<file path="config.mk">
export PLATFORM = sky130hd
export DESIGN_NAME = uart_rsr
export DESIGN_NICKNAME = d
export VERILOG_FILES = /design/src/rtl/uart_rsr.sv
export SDC_FILE = /design/constraint.sdc
export NUM_CORES = 1
export LEC_CHECK = 0
export CAP_MARGIN = 10
export CORE_ASPECT_RATIO = 0.5
export CORE_MARGIN = 4
export CORE_UTILIZATION = 35
export CTS_BUF_LIST = sky130_fd_sc_hd__clkbuf_8
export CTS_CLUSTER_SIZE = 30
export DETAILED_ROUTE_END_ITERATION = 12
export PLACE_DENSITY_LB_ADDON = 0.25
export SLEW_MARGIN = 25
export SYNTH_ARGS = -nofsm -noshare
export SYNTH_HDL_FRONTEND = slang
export SYNTH_SLANG_ARGS = --single-unit
</file>
<file path="constraint.sdc">
create_clock -name clk -period 4.51 [get_ports clk]
set_input_delay 0.451 -clock clk [delete_from_list [all_inputs] [get_ports clk]]
set_output_delay 0.451 -clock clk [all_outputs]
set_load 0.005 [all_outputs]
</file>
<file path="src/rtl/uart_rsr.sv">
// UART receive shift register: start/data/stop deserialiser driven by external baud strobes.
// Define RSR_PARITY_EN to receive one even-parity bit between the data bits and the stop bit.
module uart_rsr #(
  parameter int DATA_SIZE  = 8,
  parameter int OVERSAMPLE = 16
) (
  input  logic                 clk,
  input  logic                 reset,
  input  logic                 receive_line,
  input  logic                 sample_tick,
  input  logic                 bit_tick,
  input  logic                 bit_tick_one_and_half,
  input  logic                 data_read_ack,
  output logic [DATA_SIZE-1:0] d_o,
  output logic                 data_ready,
  output logic                 frame_error
);

  localparam int HALF  = OVERSAMPLE / 2;
  localparam int CNT_W = $clog2(HALF + 1);
  localparam int IDX_W = $clog2(DATA_SIZE + 1);

  localparam logic [2:0] IDLE   = 3'd0;
  localparam logic [2:0] START  = 3'd1;
  localparam logic [2:0] FIRST  = 3'd2;
  localparam logic [2:0] DATA   = 3'd3;
  localparam logic [2:0] STOP   = 3'd4;
`ifdef RSR_PARITY_EN
  localparam logic [2:0] PARITY = 3'd5;
`endif

  logic [2:0]           state_q, state_d;
  logic [CNT_W-1:0]     cnt_q, cnt_d;
  logic [IDX_W-1:0]     idx_q, idx_d;
  logic [DATA_SIZE-1:0] sh_q, sh_d;
  logic [DATA_SIZE-1:0] dout_q, dout_d;
  logic                 rdy_q, rdy_d;
  logic                 ferr_q, ferr_d;
  logic                 st_q, bt_q, ht_q;
  logic                 s_ev, b_ev, h_ev;
  logic                 par_ok;

  // Ticks may be level-high for several clocks; only the rising edge counts.
  assign s_ev = sample_tick & ~st_q;
  assign b_ev = bit_tick & ~bt_q;
  assign h_ev = bit_tick_one_and_half & ~ht_q;

`ifdef RSR_PARITY_EN
  logic perr_q, perr_d;
  assign par_ok = ~perr_q;
`else
  assign par_ok = 1'b1;
`endif

  always_comb begin
    state_d = state_q;
    cnt_d   = cnt_q;
    idx_d   = idx_q;
    sh_d    = sh_q;
    dout_d  = dout_q;
    rdy_d   = rdy_q;
    ferr_d  = ferr_q;
`ifdef RSR_PARITY_EN
    perr_d  = perr_q;
`endif
    // Ack clears first so that a good stop bit in the same cycle overrides it.
    if (data_read_ack) rdy_d = 1'b0;
    case (state_q)
      IDLE: begin
        if (!receive_line) begin
          state_d = START;
          cnt_d   = '0;
        end
      end
      START: begin
        if (s_ev) begin
          if (receive_line) begin
            state_d = IDLE;
          end else if (cnt_q == CNT_W'(HALF - 1)) begin
            cnt_d   = '0;
            ferr_d  = 1'b0;
            state_d = FIRST;
          end else begin
            cnt_d = cnt_q + 1'b1;
          end
        end
      end
      FIRST: begin
        if (h_ev) begin
          sh_d    = {receive_line, sh_q[DATA_SIZE-1:1]};
          idx_d   = IDX_W'(1);
          state_d = DATA;
        end
      end
      DATA: begin
        if (b_ev) begin
          sh_d  = {receive_line, sh_q[DATA_SIZE-1:1]};
          idx_d = idx_q + 1'b1;
          if (idx_q == IDX_W'(DATA_SIZE - 1)) begin
`ifdef RSR_PARITY_EN
            state_d = PARITY;
`else
            state_d = STOP;
`endif
          end
        end
      end
`ifdef RSR_PARITY_EN
      PARITY: begin
        if (b_ev) begin
          perr_d  = ^{sh_q, receive_line};
          state_d = STOP;
        end
      end
`endif
      STOP: begin
        if (b_ev) begin
          if (receive_line && par_ok) begin
            dout_d = sh_q;
            rdy_d  = 1'b1;
            ferr_d = 1'b0;
          end else begin
            ferr_d = 1'b1;
          end
          state_d = IDLE;
        end
      end
      default: state_d = IDLE;
    endcase
  end

  always_ff @(posedge clk or negedge reset) begin
    if (!reset) begin
      state_q <= IDLE;
      cnt_q   <= '0;
      idx_q   <= '0;
      sh_q    <= '0;
      dout_q  <= '0;
      rdy_q   <= 1'b0;
      ferr_q  <= 1'b0;
      st_q    <= 1'b0;
      bt_q    <= 1'b0;
      ht_q    <= 1'b0;
`ifdef RSR_PARITY_EN
      perr_q  <= 1'b0;
`endif
    end else begin
      state_q <= state_d;
      cnt_q   <= cnt_d;
      idx_q   <= idx_d;
      sh_q    <= sh_d;
      dout_q  <= dout_d;
      rdy_q   <= rdy_d;
      ferr_q  <= ferr_d;
      st_q    <= sample_tick;
      bt_q    <= bit_tick;
      ht_q    <= bit_tick_one_and_half;
`ifdef RSR_PARITY_EN
      perr_q  <= perr_d;
`endif
    end
  end

  assign d_o         = dout_q;
  assign data_ready  = rdy_q;
  assign frame_error = ferr_q;

endmodule

</file>
==> impl_metrics.tcl <==
set metrics [dict create \
    ff2ff_path_depth 4 \
    initial_core_util_pct 36.9 \
    synth_edf_count 0 \
    area_delta_synth_final_pct 22.7 \
    clk_pin_slew_ns 0.06 \
    fmax_mhz 483 \
    worst_pin_slew_ns 0.587 \
    clockBufferDepth 2 \
    swShare_pct 30.8 \
    syn-num-nets 129 \
    p_leak_uw 0.000798 \
    arrival_ns 2.24 \
    postCtsHoldBufs 0 \
    utilization_pct 45.3 \
    ant_nets 0 \
    cts_buffers 5 \
    mostFrequentLayoutCells "32 x dfrtp_1, 16 x clkdlybuf4s50_1, 15 x mux2_2, 9 x o21ai_0, 7 x clkbuf_8" \
    routed_wl_um 2560 \
    place_congestion 0.775 \
    crit_slowest_cell "clkdlybuf4s50_1" \
    fillCellCount 366 \
    clock_sinks 32 \
    async_flop_share_pct 100 \
    seqPwrFrac_pct 42.8 \
    num_antenna_cells 0 \
    worstSetupPathType "input pin to flop" \
    crit_buf_inv 1 \
    cts-root-buf "clkbuf_8" \
    fin_crit_sh_pct 45.9 \
    hold_viol_final 0 \
    worstHoldPathType "flop to flop" \
    die_y_um 53.7 \
    fp.dieW_um 99.5 \
    synth-seq-cells 32 \
    synth_area_leaders "dfrtp_1 55%, mux2_2 12%, o21ai_0 3.1%, a22o_1 2.4%, a2111oi_4 1.9%" \
    hold_start "cnt_q[3]$_DFFE_PN0P_" \
    final_area_um2 1800 \
    port_buffers 16 \
    period_minus_slack_ns 2.07 \
    vias 942 \
    worst_setup_path_start_kind "input pin" \
    place_hpwl_um 1780 \
    worst_clock_skew_ns 0.00494 \
    reg2reg_from "state_q[0]$_DFFE_PN0P_" \
    power_density_nw_per_um2 589 \
    post_dp_cell_area_um2 1670 \
    grt_max_degree 33 \
    outcome "finished clean" \
    end_kind "flop" \
    nets 147 \
    hold_path_end "cnt_q[3]$_DFFE_PN0P_" \
    via_per_inst 4.88 \
    first_iter_violations 50 \
    antenna_found_initial 0 \
    slowest_delay_ns 0.46 \
    path_cells "clkdlybuf4s50_1 -> or3b_1 -> and3b_1 -> a2111oi_4 -> mux2_4" \
    drtPass1Iterations 4 \
    ir_worst_vdd_mv 0.180 \
    htreeDepth 2 \
    report.final.setup_viol 0 \
    drv_slew 0 \
    p_switching_uw 326 \
    combPwrFrac_pct 29.2 \
    ctsResizeCount 0 \
    synthDistinctLibCells 33 \
    cts_tree "yes" \
    wl_per_cell_um 13.2 \
    clk_latency_ns 0.28 \
    syn-cell-area_um2 1460 \
    slew_headroom_pct 60.8 \
    io_pins 17 \
    crit_fanout 3 \
    max_cap_viol_count 0 \
    netlist_instances 120 \
    grt_use_total_pct 11.1 \
    core-area_um2 3960 \
    rrSetupSlack_ns 2.47 \
    drive_gt1_share_pct 19.4 \
    die_area_um2 5340 \
    grt_overflow 0 \
    ys_seq_area_share_pct 54.7 \
    path_delay_family "simple AND/OR/NAND/NOR gates" \
    cp.required_ns 4.67 \
    drc 0 \
    whs_path_depth 1 \
    synth_flop_cell "dfrtp_1" \
    grt_pass1_vias 894 \
    placementRows 16 \
    synth_top_area_cell "dfrtp_1" \
    intPower_uw 733 \
    rsz0062_at_grt "no" \
    setup_tns_ns 0 \
    post_cts_buffers 0 \
    yosysTopAreaCellShare_pct 54.7 \
    grt_first_pass_wirelength_um 4400 \
    avgSynthCellArea_um2 12.2 \
    ys_warn_count 0 \
    layout_commonest_cell "dfrtp_1" \
    p_clk_share_pct 28.0 \
    r2r_end "state_q[0]$_DFFE_PN0P_" \
]
-- cell usage after synthesis (2+ instances only) --
cell type,instances
ha_1,2
o31ai_1,3
a21o_1,2
nand2b_1,4
dfrtp_1,32
or3b_1,2
nand2_1,5
inv_1,4
buf_2,2
nand3_1,3
a22o_1,4
nor3b_1,3
a2111oi_1,2
nor2_1,6
and3b_1,2
clkbuf_1,3
mux2_2,15
nor2b_1,3
o21ai_0,9
-- how the worst max path moves through the flow --
| stage | end | startpoint | slack, ns | depth (start not counted) |
|---|---|---|---|---|
| final | state_q[0]$_DFFE_PN0P_ | bit_tick_one_and_half | 2.44 | 5 |
| after floorplan | state_q[0]$_DFFE_PN0P_ | bit_tick_one_and_half | 2.71 | 4 |
| after CTS | state_q[0]$_DFFE_PN0P_ | bit_tick_one_and_half | 2.45 | 5 |
| after global routing | state_q[0]$_DFFE_PN0P_ | state_q[0]$_DFFE_PN0P_ | 2.36 | 4 |
| after global placement | state_q[0]$_DFFE_PN0P_ | bit_tick_one_and_half | 2.16 | 5 |
| after detailed placement | state_q[0]$_DFFE_PN0P_ | bit_tick_one_and_half | 2.15 | 5 |
-- routing by layer --
layer  vias up  routed length [um]  GRT usage [%]
li1        475                   -              -
met1       449                1410           16.0
met2        13                1020           14.8
met3         5                  78           3.49
met4         0                  53           5.44
met5         -                   0              0
-- state kept, by name, summed over array words and instances, names as in the netlist, 3 cells and up --
signal   count
cnt_q        4
state_q      3
d_o          8
sh_q         8
idx_q        4
-- kinds of logic (layout without fill, tap and decap cells) --
group	count (synthesis)	count (layout)	share of synthesized area, %
buf+inv	10	29	2.99
fa+ha+maj	2	2	1.71
simple gates	34	34	13.5
mux	16	16	12.6
compound gates	26	26	14.5
flops	32	32	54.7
-- power groups by stage --
stage	Combinational (uW)	Clock, uW	Sequential, uW
3_3_place_gp	305	0	459
2_1_floorplan	266	0	414
3_5_place_dp	312	0	460
6_report	309	296	453
5_1_grt	349	318	473
4_1_cts	312	307	454
-- through the flow --
stage	hold slack, ns	cells	setup slack, ns	power (uW)
after CTS	0.475	193	2.45	1070
final	0.469	193	2.44	1060
after detailed placement	0.468	185	2.15	772
after floorplan	0.155	120	2.71	681
after global routing	0.497	193	2.36	1140
after global placement	0.463	185	2.16	764
-- layout make-up --
class	instances	area (um2)	share of cell area [%]
multi-input cells	78	619	34.5
well taps	54	67.6	3.76
flip-flops and latches	32	801	44.6
repair buffers	17	168	9.33
inverters	4	15.0	0.836
clock buffers	7	96.3	5.36
clock inverters	1	30.0	1.67
Power figures use the tool's default switching activity.
